## config.mk

```make
export PLATFORM = sky130hd
export DESIGN_NAME = ov7670_camera_ctrl
export DESIGN_NICKNAME = d
export VERILOG_FILES = /design/src/rtl/ov7670_pkg.sv /design/src/rtl/sccb_writer.sv /design/src/rtl/ov7670_camera_ctrl.sv
export SDC_FILE = /design/constraint.sdc
export NUM_CORES = 1
export LEC_CHECK = 0
export ABC_AREA = 0
export CAP_MARGIN = 0
export CORE_UTILIZATION = 45
export DETAILED_ROUTE_END_ITERATION = 10
export GPL_TIMING_DRIVEN = 0
export PLACE_DENSITY = 0.68
export SKIP_CTS_REPAIR_TIMING = 1
export SYNTH_ARGS = -nofsm -noshare
export SYNTH_HDL_FRONTEND = slang
export SYNTH_SLANG_ARGS = --single-unit
```

## constraint.sdc

```tcl
create_clock -name clk -period 6.2 [get_ports clk]
set_input_delay 0.62 -clock clk [delete_from_list [all_inputs] [get_ports clk]]
set_output_delay 0.62 -clock clk [all_outputs]
set_load 0.005 [all_outputs]
```

## src/rtl/ov7670_pkg.sv

```systemverilog
// rtl/ov7670_pkg.sv - OV7670 register table, SCCB id and FSM state types
// CAM_TEST_PATTERN_EN appends the colour-bar test pattern entries to the table.
package ov7670_pkg;

  localparam logic [7:0] SCCB_ID = 8'h42;
  localparam int IDX_W = 4;

`ifdef CAM_TEST_PATTERN_EN
  localparam int TABLE_LEN = 10;
`else
  localparam int TABLE_LEN = 8;
`endif

  typedef enum logic [2:0] {
    CFG_IDLE, CFG_LOAD, CFG_XFER, CFG_GAP, CFG_WAIT, CFG_DONE
  } cfg_state_t;

  typedef enum logic [1:0] {
    SCCB_IDLE, SCCB_START, SCCB_SHIFT, SCCB_STOP
  } sccb_state_t;

  typedef struct packed {
    logic [7:0] addr;
    logic [7:0] data;
  } reg_entry_t;

  // Entry 0 is the soft reset; the sequencer waits after it before continuing.
  function automatic reg_entry_t table_entry(input logic [IDX_W-1:0] idx);
    case (idx)
      4'd0:    return '{8'h12, 8'h80};
      4'd1:    return '{8'h12, 8'h04};
      4'd2:    return '{8'h40, 8'hD0};
      4'd3:    return '{8'h8C, 8'h00};
      4'd4:    return '{8'h3A, 8'h04};
      4'd5:    return '{8'h11, 8'h01};
      4'd6:    return '{8'h0C, 8'h04};
      4'd7:    return '{8'h3E, 8'h19};
`ifdef CAM_TEST_PATTERN_EN
      4'd8:    return '{8'h70, 8'h3A};
      4'd9:    return '{8'h71, 8'hB5};
`endif
      default: return '{8'h00, 8'h00};
    endcase
  endfunction

endpackage

```

## src/rtl/sccb_writer.sv

```systemverilog
// rtl/sccb_writer.sv - write-only SCCB master sending id, address and data phases
// Each bit spans four quarter periods (low, low, high, high); siod moves only in the second low quarter.
module sccb_writer #(
  parameter int QUARTER = 250
) (
  input  logic       clk,
  input  logic       rst_n,
  input  logic       go,
  input  logic [7:0] addr,
  input  logic [7:0] data,
  output logic       busy,
  output logic       ack,
  output logic       sioc,
  output logic       siod
);
  import ov7670_pkg::*;

  localparam int CNT_W = (QUARTER > 1) ? $clog2(QUARTER) : 1;

  sccb_state_t      state, state_nxt;
  logic [CNT_W-1:0] q_cnt;
  logic [1:0]       qtr;
  logic [4:0]       bit_cnt;
  logic [26:0]      shreg;
  logic             tick, sioc_nxt, siod_nxt;

  assign tick = (q_cnt == CNT_W'(QUARTER - 1));
  assign busy = (state != SCCB_IDLE);

  always_ff @(posedge clk) begin
    if (!rst_n) begin
      state   <= SCCB_IDLE;
      q_cnt   <= '0;
      qtr     <= '0;
      bit_cnt <= '0;
      shreg   <= '0;
      sioc    <= 1'b1;
      siod    <= 1'b1;
    end else begin
      state <= state_nxt;
      sioc  <= sioc_nxt;
      siod  <= siod_nxt;
      if (state == SCCB_IDLE) begin
        q_cnt   <= '0;
        qtr     <= '0;
        bit_cnt <= '0;
        if (go) shreg <= {SCCB_ID, 1'b1, addr, 1'b1, data, 1'b1};
      end else begin
        q_cnt <= tick ? '0 : q_cnt + 1'b1;
        if (tick) begin
          qtr <= qtr + 2'd1;
          if (state == SCCB_SHIFT && qtr == 2'd3) begin
            shreg   <= shreg << 1;
            bit_cnt <= bit_cnt + 5'd1;
          end
        end
      end
    end
  end

  always_comb begin
    state_nxt = state;
    ack       = 1'b0;
    sioc_nxt  = sioc;
    siod_nxt  = siod;
    case (state)
      SCCB_IDLE: begin
        sioc_nxt = 1'b1;
        siod_nxt = 1'b1;
        if (go) state_nxt = SCCB_START;
      end
      SCCB_START: begin
        sioc_nxt = ~qtr[1];
        siod_nxt = (qtr == 2'd0);
        if (tick && qtr == 2'd3) state_nxt = SCCB_SHIFT;
      end
      SCCB_SHIFT: begin
        sioc_nxt = qtr[1];
        if (qtr == 2'd1) siod_nxt = shreg[26];
        if (tick && qtr == 2'd3 && bit_cnt == 5'd26) state_nxt = SCCB_STOP;
      end
      SCCB_STOP: begin
        sioc_nxt = qtr[1];
        if (qtr == 2'd1) siod_nxt = 1'b0;
        if (qtr == 2'd3) siod_nxt = 1'b1;
        if (tick && qtr == 2'd3) begin
          state_nxt = SCCB_IDLE;
          ack       = 1'b1;
        end
      end
      default: state_nxt = SCCB_IDLE;
    endcase
  end

endmodule

```

## src/rtl/ov7670_camera_ctrl.sv

```systemverilog
// rtl/ov7670_camera_ctrl.sv - OV7670 register-table sequencer and RGB565 pixel capture
// CAM_TEST_PATTERN_EN (table contents in ov7670_pkg) lengthens the configuration sequence.
module ov7670_camera_ctrl #(
  parameter int CLK_HZ         = 100_000_000,
  parameter int SCCB_HZ        = 100_000,
  parameter int RESET_WAIT_CYC = 100_000
) (
  input  logic        clk,
  input  logic        rst_n,
  input  logic        start,
  input  logic        p_clk,
  input  logic        vsync,
  input  logic        href,
  input  logic [7:0]  p_data,
  output logic        sioc,
  output logic        siod,
  output logic        done,
  output logic [15:0] pixel_data,
  output logic        pixel_valid,
  output logic        frame_done
);
  import ov7670_pkg::*;

  localparam int QUARTER = CLK_HZ / (4 * SCCB_HZ);
  localparam int GAP_CYC = 4 * QUARTER;

  cfg_state_t       state, state_nxt;
  logic [IDX_W-1:0] idx;
  logic [31:0]      wait_cnt;
  logic             start_q, start_rise, go, ack, busy;
  reg_entry_t       entry;

  assign entry      = table_entry(idx);
  assign start_rise = start & ~start_q;
  assign done       = (state == CFG_DONE);

  sccb_writer #(.QUARTER(QUARTER)) u_sccb (
    .clk  (clk),
    .rst_n(rst_n),
    .go   (go),
    .addr (entry.addr),
    .data (entry.data),
    .busy (busy),
    .ack  (ack),
    .sioc (sioc),
    .siod (siod)
  );

  always_ff @(posedge clk) begin
    if (!rst_n) begin
      state    <= CFG_IDLE;
      idx      <= '0;
      wait_cnt <= '0;
      start_q  <= 1'b0;
    end else begin
      state    <= state_nxt;
      start_q  <= start;
      wait_cnt <= (state == CFG_GAP || state == CFG_WAIT) ? wait_cnt + 32'd1 : 32'd0;
      if (start_rise && (state == CFG_IDLE || state == CFG_DONE))
        idx <= '0;
      else if ((state == CFG_GAP || state == CFG_WAIT) && state_nxt == CFG_LOAD)
        idx <= idx + IDX_W'(1);
    end
  end

  always_comb begin
    state_nxt = state;
    go        = 1'b0;
    case (state)
      CFG_IDLE, CFG_DONE: if (start_rise) state_nxt = CFG_LOAD;
      CFG_LOAD: begin
        if (!busy) begin
          go        = 1'b1;
          state_nxt = CFG_XFER;
        end
      end
      CFG_XFER: begin
        if (ack) begin
          if (idx == IDX_W'(TABLE_LEN - 1))           state_nxt = CFG_DONE;
          else if (entry.addr == 8'h12 && entry.data == 8'h80) state_nxt = CFG_WAIT;
          else                                          state_nxt = CFG_GAP;
        end
      end
      CFG_GAP:  if (wait_cnt == 32'(GAP_CYC - 1))        state_nxt = CFG_LOAD;
      CFG_WAIT: if (wait_cnt == 32'(RESET_WAIT_CYC - 1)) state_nxt = CFG_LOAD;
      default:  state_nxt = CFG_IDLE;
    endcase
  end

  // Camera pins: all chains equal length so p_data/href line up with the p_clk edge.
  logic [2:0] pclk_sync, vsync_sync;
  logic [1:0] href_sync;
  logic [7:0] data_s1, data_s2;
  logic       armed, byte_phase;
  logic [7:0] hi_byte;
  logic       pclk_rise, vsync_rise, vsync_fall;

  assign pclk_rise  = pclk_sync[1] & ~pclk_sync[2];
  assign vsync_rise = vsync_sync[1] & ~vsync_sync[2];
  assign vsync_fall = ~vsync_sync[1] & vsync_sync[2];

  always_ff @(posedge clk) begin
    if (!rst_n) begin
      pclk_sync   <= '0;
      vsync_sync  <= '0;
      href_sync   <= '0;
      data_s1     <= '0;
      data_s2     <= '0;
      armed       <= 1'b0;
      byte_phase  <= 1'b0;
      hi_byte     <= '0;
      pixel_data  <= '0;
      pixel_valid <= 1'b0;
      frame_done  <= 1'b0;
    end else begin
      pclk_sync   <= {pclk_sync[1:0], p_clk};
      vsync_sync  <= {vsync_sync[1:0], vsync};
      href_sync   <= {href_sync[0], href};
      data_s1     <= p_data;
      data_s2     <= data_s1;
      pixel_valid <= 1'b0;
      frame_done  <= 1'b0;
      if (!done) begin
        armed      <= 1'b0;
        byte_phase <= 1'b0;
      end else begin
        if (vsync_fall) armed <= 1'b1;
        if (armed && vsync_rise) frame_done <= 1'b1;
        if (!href_sync[1]) begin
          byte_phase <= 1'b0;
        end else if (armed && pclk_rise) begin
          if (!byte_phase) begin
            hi_byte    <= data_s2;
            byte_phase <= 1'b1;
          end else begin
            pixel_data  <= {hi_byte, data_s2};
            pixel_valid <= 1'b1;
            byte_phase  <= 1'b0;
          end
        end
      end
    end
  end

endmodule

```

=== Word level (Yosys, flattened, before mapping) ===
Memories as Yosys holds them, arrays and structs flattened. A register that Yosys moved wholly into a read port is not among the register bits.
Cells that the tools add are included.
Widths: inputs -> output; s select.

* Bits in registers: 138
* Latch bits: 0
* Bits in writable memories: 0
* ROM bits: 112
* Input port bits: 14
* Output and inout port bits: 21
* Logic and storage cells: 126
* Memories kept: 1

{| class="wikitable"
|+ Memories
! name !! depth !! width !! rd ports !! clocked after memory_dff !! write ports !! line !! source
|-
| (name not given) || 8 || 14 || 1 || 1 || 0 || ov7670_pkg.sv:29 || <nowiki>case (idx)</nowiki>
|}

* Add/sub/neg operators: 5
* $mul: 0
* Divide/modulo/power cells: 0
* Magnitude comparators: 0
* Equal/unequal tests: 24
* Shift operators: 0
* Mux-type cells: 32
* Bitwise operators: 11
* Reductions and logical operators: 31

{| class="wikitable"
|+ Operator list
! operator !! number
|-
| $mux 27 || 4
|-
| $add 32x1->32 const B || 1
|-
| $eq 32x10->1 const B || 1
|-
| $eq 32x17->1 const B || 1
|-
| $mux 3 || 9
|-
| $eq 8x8->1 const B || 2
|-
| $mux 16 || 1
|-
| $reduce_and 4->1 || 4
|-
| $pmux 3 s5 || 1
|-
| $mux 1 || 10
|-
| $add 8x1->8 const B || 1
|-
| $eq 8x5->1 const B || 1
|-
| $logic_and 1x1->1 || 8
|-
| $mux 2 || 4
|-
| $pmux 2 s4 || 1
|-
| $reduce_and 2->1 || 4
|-
| $reduce_or 2->1 || 4
|-
| $not 1->1 || 7
|-
| $eq 2x2->1 const B || 3
|-
| $eq 3x1->1 const B || 2
|-
| $eq 3x2->1 const B || 2
|-
| $eq 3x3->1 const B || 2
|-
| $ne 2x2->1 const B || 3
|-
| $reduce_and 3->1 || 2
|-
| other kinds (16) || 25
|}

=== Depth between registers and ports, before layout ===
* Word-level depth: 11
* Depth in mapped cells: 12
* Mapped depth without buffers: 11

=== By module ===
From an unflattened synthesis, not the netlist that was laid out.

* Cells, all modules: 674
* Area, all modules: 6,424.9 µm²

{| class="wikitable"
|+ Modules (own cells, without submodules)
! module !! times used !! cells each !! area each (µm²) !! sequential area each (µm²)
|-
| ov7670_camera_ctrl || 1 || 451 || 4,245.3 || 2,102.0
|-
| sccb_writer || 1 || 223 || 2,179.6 || 920.9
|}

=== Worst setup path before layout ===
Ideal clock, no wire load.

* Path kind: reg2reg
* Start point: reg wait_cnt[0]
* End point: reg with a tool-made name
* Arrival: 2.557 ns
* Data required time: 6.122 ns
* Setup slack: 3.564 ns
* Cell stages (with the launch flop): 11
* Buffers on the path: 1
* Clock period less this slack: 2.636 ns
* Path through: dfxtp_1 -> ha_1 -> nor4b_1 -> and4_1 -> nand4_4 -> a211oi_4 -> buf_6 -> xnor2_1 -> nor2_2 -> ha_1 -> nor3_1

{| class="wikitable"
|+ RTL lines
! element !! line !! source
|-
| start: declaration || ov7670_camera_ctrl.sv:29 || <nowiki>logic [31:0] wait_cnt;</nowiki>
|-
| start signal: assignment || ov7670_camera_ctrl.sv:58 || <nowiki>wait_cnt <= (state == CFG_GAP || state == CFG_WAIT) ? wait_cnt + 32'd1 : 32'd0;</nowiki>
|}

==> impl_metrics.ini <==
[synthesis]
synth.avg_cell_area_um2 = 9.24
synth_top_family_by_area = simple AND/OR/NAND/NOR gates
synth_mux_area_share_pct = 5.38
synth_xor_area_share_pct = 6.37
yosys_warnings = 0
synth-compound-area-share_pct = 7.76
synth_seq_cells = 151
synth_top_area_share_pct = 48.8
synth.distinct_cells = 58
synth_edf_count = 0
ys.flop_type = dfxtp_1
syn_nets = 699
yosysTopAreaCell = dfxtp_1
ys_seq_area_share_pct = 48.8
synthTopCellsByArea = dfxtp_1 49%, nor2_1 7.0%, mux2i_1 5.0%, xor2_1 3.4%, ha_1 3.0%
syn_area_um2 = 6190
synth_fa_ha_area_share_pct = 3.19
ys_async_sr_fraction_pct = 0
syn_inst = 670
synth-simple-area-share_pct = 25.1

[pwr]
p_leak_nw = 2.70
vdd_drop_max_v = 0.000182
p_sw_uw = 646
p_sw_share_pct = 27.5
comb_power_share_pct = 12.9
cellPowerDensity_nw_per_um2 = 321
power.internal_mw = 1.71
pwr-share-seq_pct = 44.7
power_frac_clock_pct = 42.4

[floorplan]
die_height_um = 119
initial_core_util_pct = 46.4
core_um2 = 13300
num_io_pins = 35
die_w_um = 119
die_area_um2 = 14200
num_rows = 42

[timing]
finalCritPeriodShare_pct = 50.2
fmax_mhz = 321
slew_violations = 0
finalHoldViolCount = 0
tightest_slew_ps = 902
rsz0062_at_grt = false
finalSetupViolations = 0
period_minus_slack_ps = 3110
fin_skew_ps = 9.05
maxSlewHeadroom_pct = 39.7
tns_ps = 0

[setup_path]
cp.arrival_ps = 3450
crit_type = reg -> reg
startpoint_type = flip-flop
path_buf_inv = 0
end_kind = flip-flop
cpMaxStageDelayCell = nor4b_1
r2r_cells = 9
worstSetupStartpoint = wait_cnt[0]
crit_top_cell = ha_1
slowest_delay_ps = 450
path_cells = ha_1 -> nor4b_1 -> and4_1 -> nand4_4 -> a211oi_4 -> mux2i_1 -> nor2_1 -> ha_1 -> nor3_1
cp.depth = 9
r2r_slack_ps = 3090
worstReg2RegStart = wait_cnt[0]
cp.required_ps = 6540
crit_family = simple AND/OR/NAND/NOR gates
crit_fanout = 7

[cts]
root_buffer = clkbuf_16
clock_path_buffers = 2
htree_levels = 4
clock_insertion_delay_worst_skew_ps = 430
cts.sinks = 151
tritoncts = built
numCtsBuffers = 17
clkTransAtPathRegs_ps = 70

[route]
postRouteAntennaNets = 0
maxUsedRoutingLayer = met4
drt_iter0_markers = 411
wl_met3_um = 405
dr.pass1.iters = 7
wl_met2_um = 6050
drc_errors = 0
wl_met1_um = 5800
vias = 4797
routedWlPerCell_um = 13.7
vias_per_cell = 5.26
wl_um = 12500

[worst_hold_path]
hp-class = reg -> reg

[final_layout]
syn_to_final_growth_pct = 18.4
diodes = 0
fin_cells = 912
layout_common_cells = 151 x dfxtp_1, 115 x nor2_1, 49 x nand2_1
drive_gt1_share_pct = 7.34
layout_commonest_cell = dfxtp_1
finalNetCount = 752
num-fill-cells = 1181

[placed_design]
dpl.hpwl_um = 8840
io_buffers = 34
dp_cells = 880
globalplace.congestion = 0.807

[global_route]
first_global_vias = 4635
antenna_found_initial = 0
grt_use_total_pct = 19.1
overflow = 0
grt_pass1_wl_um = 21700
grt_max_degree = 17

[status]
status = complete, no violations

[job]
cap_violations = 0
==> flip-flops by register name (all words and copies together) (netlist names), named ones only <==
signal          cells
u_sccb.q_cnt        8
u_sccb.bit_cnt      5
u_sccb.shreg       27
pixel_data         16
u_sccb.qtr          2
u_sccb.state        2
pixel_valid         1
frame_done          1
data_s2             8
idx                 4
vsync_sync          3
u_sccb.sioc         1
hi_byte             8
wait_cnt           32
start_q             1
data_s1             8
pclk_sync           3
state               3
href_sync           2
u_sccb.siod         1
byte_phase          1
armed               1
==> worst min-delay path by stage <==
stage | from | endpoint | slack (ps) | cells past startpoint
finish | data_s1[0] | data_s2[0] | 430 | 1
CTS | data_s1[0] | data_s2[0] | 440 | 1
global placement | data_s1[2] | data_s2[2] | 420 | 1
floorplan | vsync_sync[2] | frame_done | 400 | 1
global route | href_sync[0] | href_sync[1] | 450 | 1
detailed placement | data_s1[0] | data_s2[0] | 420 | 1
==> Yosys cell counts, types with 12 or more instances <==
cell type and instances:
ha_1 15, xor2_1 24, mux2i_1 31, dfxtp_1 151, a222oi_1 12, nor2_1 115, a21oi_1 21, nor3_1 23
xnor2_1 21, nand2_1 49, clkbuf_1 23, and2_1 29, inv_1 19, nand3_1 29
==> routing by layer <==
metal	global-route usage, %	up-vias
met3	4.55	19
met1	23.2	2276
met4	8.13	0
met5	0	-
li1	-	2420
met2	32.1	82
==> cells by family after synthesis <==
group / count (synthesis)
AND/OR/NAND/NOR: 311
adder cells (fa/ha/maj): 16
flip-flops: 151
multiplexers: 33
buffers and inverters: 51
XOR/XNOR: 45
AO/OA/AOI/OAI: 63
==> power groups by stage <==
stage	Clock, mW	Combinational [mW]	Sequential, mW
2_1_floorplan	0	0.223	1.06
3_3_place_gp	0	0.290	1.07
3_5_place_dp	0	0.302	1.07
4_1_cts	1.01	0.304	1.05
5_1_grt	1.06	0.341	1.06
6_report	0.996	0.304	1.05
==> through the flow <==
stage	setup WS, ps	utilization, %	area, µm²	hold WS [ps]	total power, mW
after global placement	3100	50.6	6750	418	1.36
after floorplan	3560	-	6190	398	1.29
final	3090	54.9	7330	432	2.35
after CTS	3090	54.9	7330	436	2.37
after global routing	2880	54.9	7330	446	2.45
after detailed placement	3090	50.6	6750	420	1.37
==> worst register-to-register path, delay by kind of cell (launching register included) <==
| kind | cells | cell delay, ps |
|---|---|---|
| muxes | 1 | 360 |
| and+or+nand+nor | 5 | 1210 |
| adders and majority gates | 2 | 610 |
| AOI/OAI and AO/OA | 1 | 430 |
| DFF | 1 | 410 |
==> cell type report <==
cell class | count | area (µm²) | area share [%]
clock buffer | 18 | 439 | 5.99
tap | 176 | 220 | 3.01
sequential | 151 | 3020 | 41.3
buffer | 31 | 133 | 1.81
inverter | 20 | 75.1 | 1.02
clock inverter | 14 | 136 | 1.86
multi-input combinational | 468 | 2960 | 40.4
timing repair buffer | 34 | 340 | 4.64
Note: power is estimated with default switching activity, not from simulation.
